--- src/rtl/gal_olmc_acw_sequencer.sv ---
// gal_olmc_acw_sequencer
// Holds the per-OLMC architecture configuration {REGISTERED, INVERTED, OE}
// and shifts it into the GAL architecture-control-word chain, then issues a
// program strobe.
//
// Ports:
//   C          clock, all logic on rising edge
//   R          synchronous active-high reset
//   cfg_wr     write shadow entry cfg_idx with cfg_data (accepted in IDLE only)
//   cfg_idx    target OLMC index (IDX_W may be widened beyond $clog2(N_OLMC))
//   cfg_data   {REGISTERED, INVERTED, OE}
//   cfg_ready  high in IDLE: writes and start are accepted
//   start      begin a program sequence
//   busy       high in LOAD, SHIFT, PULSE
//   done       one-cycle pulse when the sequence completes
//   err        sticky: out-of-range write attempted; cleared by start
//   sdo        serial data to device, stable for a whole bit period
//   sclk       serial clock to device; device samples on its rising edge
//   strobe     program strobe, high PROG_PULSE cycles
//
// State | meaning
// ------+---------------------------------------------------------------
// IDLE  | accept shadow writes and start
// LOAD  | capture shadow into shift register, present first bit
// SHIFT | clock out 3*N_OLMC bits, CLK_DIV low then CLK_DIV high per bit
// PULSE | hold strobe for PROG_PULSE cycles
// DONE  | single-cycle done pulse, back to IDLE
//
// N_OLMC must be >= 2, CLK_DIV >= 1, PROG_PULSE >= 1.

module gal_olmc_acw_sequencer #(
  parameter int N_OLMC     = 8,
  parameter int CLK_DIV    = 2,
  parameter int PROG_PULSE = 4,
  parameter int IDX_W      = $clog2(N_OLMC)
) (
  input  logic             C,
  input  logic             R,
  input  logic             cfg_wr,
  input  logic [IDX_W-1:0] cfg_idx,
  input  logic [2:0]       cfg_data,
  output logic             cfg_ready,
  input  logic             start,
  output logic             busy,
  output logic             done,
  output logic             err,
  output logic             sdo,
  output logic             sclk,
  output logic             strobe
);

  localparam int NBITS = 3 * N_OLMC;
  localparam int BCW   = $clog2(NBITS + 1);
  localparam int PHW   = $clog2(2 * CLK_DIV);
  localparam int PCW   = $clog2(PROG_PULSE + 1);
  localparam int SIW   = $clog2(N_OLMC);

  localparam logic [PHW-1:0] PH_TOP = PHW'(2 * CLK_DIV - 1);
  localparam logic [PHW-1:0] PH_HI  = PHW'(CLK_DIV);

  typedef enum logic [2:0] {
    S_IDLE,
    S_LOAD,
    S_SHIFT,
    S_PULSE,
    S_DONE
  } state_t;

  state_t           state;
  logic [2:0]       shadow [N_OLMC];
  logic [NBITS-1:0] sreg;
  logic [BCW-1:0]   bit_cnt;
  logic [PHW-1:0]   phase_cnt;
  logic [PCW-1:0]   pulse_cnt;
  logic             idx_ok;

  assign idx_ok    = {{(32-IDX_W){1'b0}}, cfg_idx} < 32'(N_OLMC);
  assign cfg_ready = (state == S_IDLE);
  assign busy      = (state == S_LOAD) || (state == S_SHIFT) || (state == S_PULSE);
  assign done      = (state == S_DONE);

  always_ff @(posedge C) begin
    if (R) begin
      state     <= S_IDLE;
      for (int i = 0; i < N_OLMC; i++) shadow[i] <= 3'b001;
      sreg      <= '0;
      bit_cnt   <= '0;
      phase_cnt <= '0;
      pulse_cnt <= '0;
      sdo       <= 1'b0;
      sclk      <= 1'b0;
      strobe    <= 1'b0;
      err       <= 1'b0;
    end else begin
      case (state)
        S_IDLE: begin
          if (start) begin
            err   <= 1'b0;
            state <= S_LOAD;
          end
          // placed after the start clear so a same-cycle bad write keeps err set
          if (cfg_wr) begin
            if (idx_ok) shadow[cfg_idx[SIW-1:0]] <= cfg_data;
            else        err <= 1'b1;
          end
        end

        S_LOAD: begin
          // highest OLMC lands in the MSBs so it leaves first
          for (int i = 0; i < N_OLMC; i++) sreg[3*i +: 3] <= shadow[i];
          sdo       <= shadow[N_OLMC-1][2];
          sclk      <= 1'b0;
          bit_cnt   <= BCW'(NBITS);
          phase_cnt <= PH_TOP;
          state     <= S_SHIFT;
        end

        S_SHIFT: begin
          if (phase_cnt == '0) begin
            sclk <= 1'b0;
            if (bit_cnt == BCW'(1)) begin
              sdo       <= 1'b0;
              strobe    <= 1'b1;
              bit_cnt   <= '0;
              pulse_cnt <= PCW'(PROG_PULSE);
              state     <= S_PULSE;
            end else begin
              sreg      <= {sreg[NBITS-2:0], 1'b0};
              sdo       <= sreg[NBITS-2];
              bit_cnt   <= bit_cnt - 1'b1;
              phase_cnt <= PH_TOP;
            end
          end else begin
            // high phase covers phase_cnt values CLK_DIV-1 .. 0
            phase_cnt <= phase_cnt - 1'b1;
            sclk      <= (phase_cnt <= PH_HI);
          end
        end

        S_PULSE: begin
          if (pulse_cnt == PCW'(1)) begin
            strobe    <= 1'b0;
            pulse_cnt <= '0;
            state     <= S_DONE;
          end else begin
            pulse_cnt <= pulse_cnt - 1'b1;
          end
        end

        S_DONE: begin
          state <= S_IDLE;
        end

        default: begin
          state <= S_IDLE;
        end
      endcase
    end
  end

endmodule

--- config.mk ---
export PLATFORM = sky130hd
export DESIGN_NAME = gal_olmc_acw_sequencer
export DESIGN_NICKNAME = d
export VERILOG_FILES = /design/src/rtl/gal_olmc_acw_sequencer.sv
export SDC_FILE = /design/constraint.sdc
export NUM_CORES = 1
export LEC_CHECK = 0
export ABC_AREA = 1
export BUFFER_PORTS_ARGS = -buffer_cell sky130_fd_sc_hd__buf_2
export CAP_MARGIN = 20
export CORE_MARGIN = 2
export CORE_UTILIZATION = 51
export DETAILED_ROUTE_END_ITERATION = 16
export PLACE_DENSITY = 0.68
export SLEW_MARGIN = 10
export SYNTH_ARGS = -nofsm -noshare
export SYNTH_HDL_FRONTEND = slang
export SYNTH_SLANG_ARGS = --single-unit
--- constraint.sdc ---
create_clock -name C -period 3.4 [get_ports C]
set_input_delay 0.17 -clock C [delete_from_list [all_inputs] [get_ports C]]
set_output_delay 0.17 -clock C [all_outputs]
set_load 0.005 [all_outputs]
Word-level counts from Yosys, hierarchy flattened --
Memories as Yosys holds them, arrays and structs flattened. Cells that the tools add are included. W data, S select, Z words.
Storage, ports and cells: bits in registers 39, output and inout bits 7, memories 1, memory bits (read-only) 0, input bits 10, bits in latches 0, RAM bits 24, word-level logic and storage cells 74
Cells by class: add/subtract/negate cells 3, div/mod/pow operators 0, eq/ne operators 12, reductions and logical operators 13, $lt $le $gt $ge 1, multiplexer cells 36, bitwise operators 0, $mul 0, shift-type cells 0
Memories:
- shadow | words 8, bits a word 3, read ports 8, clocked after memory_dff 0, write ports 8, line 70 | logic [2:0] shadow [N_OLMC];
Operator list (count):
- $mux W23 | 2
- $pmux W23 S2 | 1
- $mux W3 | 9
- $mux W1 | 13
- $pmux W3 S4 | 1
- $mux W5 | 2
- $pmux W5 S2 | 1
- $ne A2 B1 Y1 const B | 4
- $reduce_and A4 Y1 | 2
- $eq A3 B1 Y1 const B | 2
- $eq A3 B2 Y1 const B | 2
- $pmux W1 S2 | 3
- $pmux W3 S2 | 1
- $reduce_and A3 Y1 | 2
- $eq A5 B1 Y1 const B | 1
- $sub A5 B1 Y5 const B | 1
- $mux W2 | 2
- $pmux W2 S2 | 1
- $reduce_and A2 Y1 | 2
- $reduce_bool A2 Y1 | 2
- $eq A3 B3 Y1 const B | 1
- $logic_not A3 Y1 | 1
- $ne A3 B3 Y1 const B | 1
- $reduce_or A3 Y1 | 1
- other kinds (6) | 7

Longest topological paths before layout --
depth in word-level cells 6, gate-level depth with buffers 10, gate-level depth less buffers 9

Least setup slack after synthesis --
OpenSTA, ideal clock, no wires.
kind register -> register, start point register state[2], end point memory shadow[0][0] (enable), period minus slack after synthesis 1.508 ns, path buffers 0, required time 3.097 ns, arrival time 1.205 ns, cell stages (with the launch flop) 8, setup slack 1.892 ns, library setup time 0.303 ns, path through dfxtp_1 > inv_1 > nand2_1 > nor2_1 > nand3_1 > nor2_4 > nand2_1 > nand2_1
RTL lines:
- from (decl) | line 69 | state_t state;
- from (signal assigned) | line 84 | state <= S_IDLE;
- from (signal assigned) | line 99 | state <= S_LOAD;
- from (signal assigned) | line 115 | state <= S_SHIFT;
- to (decl) | line 70

==> results.py <==
metrics = {
    "critical_path": {
        "r2r_slack_ns": 1.63,
        "crit_fanout": 8,
        "crit_path_start_kind": "register",
        "endpoint_kind": "register",
        "critPathRequiredTime_ns": 3.45,
        "slowest_stage": "dfxtp_1",
        "path_delay_family": "simple AND/OR/NAND/NOR gates",
        "cpMostUsedCell": "nand2_1",
        "worst-path-stages": 7,
        "path_buf_inv": 1,
        "path_cells": "inv_1 > nand2_1 > nor2_1 > nand3_1 > nor2_4 > nand2_1 > nand2_1",
        "worstSetupPathType": "reg -> reg",
        "critical_path.max_stage_delay_ns": 0.33,
        "arrival_ns": 1.81,
        "r2r_cells": 7,
    },
    "sta": {
        "setup_tns_ns": 0,
        "fmax_mhz": 566,
        "fin_worst_skew_ns": 0.00648,
        "finalCritPeriodShare": 0.520,
        "hold_viol": 0,
        "rsz0062_at_grt": "no",
        "drv_slew": 0,
        "fin_crit_ns": 1.77,
        "holdWs_ns": 0.123,
        "worst_slack_ns": 1.63,
        "finalSetupViolations": 0,
    },
    "cts": {
        "h-tree-depth": 3,
        "worstSkewPairLatency_ns": 0.34,
        "cts_tree": "done",
        "post-cts-setup-buffers": 0,
        "cts_resized": 0,
        "cts_buffer_depth": 2,
        "cts_made_buffers": 9,
        "clock_tree.root_cell": "clkbuf_8",
        "cts.sinks": 63,
        "postCtsHoldBufs": 0,
        "clkTransAtPathRegs_ns": 0.07,
    },
    "power": {
        "p_per_area_nw_per_um2": 899,
        "p_leak_nw": 1.59,
        "ir_worst_vdd_v": 0.000461,
    },
    "global_routing": {
        "grt_pass1_vias": 2277,
        "grt_max_degree": 46,
        "antenna_found_initial": 0,
        "track_usage": 0.196,
        "grt_remaining_overflow": 0,
        "grt_pass1_wl_um": 9850,
    },
    "yosys": {
        "syn_avg_cell_area_um2": 7.24,
        "ys_types": 24,
        "async_reset_ff_frac": 0,
        "ys_ff_latch": 63,
        "synth_ff_type": "dfxtp_1",
        "synth_cells": 423,
        "yosysTopAreaCellShare": 0.255,
        "synth_warnings": 0,
        "synthTopCellsByArea": "dfxtp_1 (25%), edfxtp_1 (24%), nand2_1 (15%), nor2_1 (10%), inv_1 (6.9%)",
        "synth.largest_area_cell": "dfxtp_1",
        "syn_area_um2": 3060,
        "syn-num-nets": 438,
        "ys_seq_area_frac": 0.490,
        "synth_edf_count": 24,
    },
    "hold_path": {
        "hold_path_class": "in -> reg",
        "min_path_cells": 2,
    },
    "place": {
        "dp_slack_ns": 1.66,
        "place_congestion": 0.808,
        "io_buffers": 15,
        "hpwl_um": 3910,
    },
    "layout": {
        "layout_commonest_cell": "nand2_1",
        "area_growth_pct": 9.80,
        "drive_gt1_frac": 0.0907,
        "nets": 451,
        "antennaDiodeCount": 0,
        "layout_common_cells": "nand2_1 (125), nor2_1 (84), inv_1 (56), dfxtp_1 (39), o21ai_0 (25)",
    },
    "floorplanning": {
        "dieArea_um2": 6640,
        "coreArea_um2": 5850,
        "num_rows": 28,
        "die_x_um": 81.5,
        "initial_core_util": 0.524,
        "io_pins": 17,
        "die_y_um": 81.5,
    },
    "routing": {
        "dr.pass1.iters": 4,
        "dr_total_vias": 2457,
        "drc": 0,
        "postRouteAntennaNets": 0,
        "first_iter_violations": 110,
        "totalWireLength_um": 5800,
        "wire_per_inst_um": 11.2,
        "vias_per_cell": 4.76,
    },
    "status": {
        "outcome": "complete, no violations",
    },
    "flow_run": {
        "cap_violations": 0,
    },
}
[cells by family after synthesis]
kind of cell / share of synthesized area
and+or+nand+nor: 0.321
buffers and inverters: 0.0976
DFF: 0.490
AOI/OAI and AO/OA: 0.0666
adders and majority gates: 0.0204
xor gates and xnor gates: 0.00286
other: 0.00122
[registers in the layout, summed over array words and instances (netlist names)]
name,cells
bit_cnt,5
sclk,1
shadow,24
phase_cnt,2
strobe,1
pulse_cnt,3
state,3
sreg,23
sdo,1
[synthesized netlist by cell type (2+ instances only)]
cell type,instances
nor2_4,3
edfxtp_1,24
o21ai_0,25
buf_4,2
nand2_2,2
buf_6,2
buf_2,5
nand3_1,24
a21oi_1,11
inv_1,56
nor3_1,2
nand2_1,125
clkbuf_1,6
ha_1,5
nor2_1,84
dfxtp_1,39
[power breakdown]
group | switching (mW) | leakage (nW) | internal, mW
combinational | 0.846 | 0.945 | 0.413
clock | 0.288 | 0.0996 | 0.378
sequential | 0.0935 | 0.542 | 1.00
[layout make-up]
cell class,instances,area (um^2)
Tap cell,75,93.8
Timing Repair Buffer,17,90.1
Inverter,57,214
Multi-Input combinational cell,288,1260
Clock inverter,3,42.5
Clock buffer,13,159
Fill cell,566,2490
Sequential cell,63,1500
[worst register-to-register path, stage by stage, from the launching register on]
cell and delay (ns):
dfxtp_1 0.33, inv_1 0.09, nand2_1 0.11, nor2_1 0.15, nand3_1 0.25, nor2_4 0.27
nand2_1 0.12, nand2_1 0.15
[metrics by stage]
stage,cells,cell area (um^2),utilization,total power [mW]
after CTS,516,3360,0.575,3.04
after global routing,516,3360,0.575,3.32
after global placement,500,3160,0.541,2.35
after floorplan,423,3060,-,2.16
final,516,3360,0.575,3.02
after detailed placement,500,3160,0.541,2.37
[final timing paths]
path,start,end
setup / recovery,state[2]$_SDFFE_PP0P_,shadow[1][1]$_SDFFCE_PN0P_
hold / removal,R,sreg[0]$_SDFFE_PP0P_
setup reg to reg,state[2]$_SDFFE_PP0P_,shadow[1][1]$_SDFFCE_PN0P_
hold reg to reg,strobe$_SDFFE_PP0P_,strobe$_SDFFE_PP0P_
[per-layer routing]
layer | track usage | part of all wire | vias to the layer above
li1 | - | - | 1327
met1 | 0.235 | 0.47 | 1083
met2 | 0.330 | 0.47 | 34
met3 | 0.0495 | 0.035 | 13
met4 | 0.0932 | 0.021 | 0
met5 | 0 | 0 | -
(Power assumes the default switching activity.)
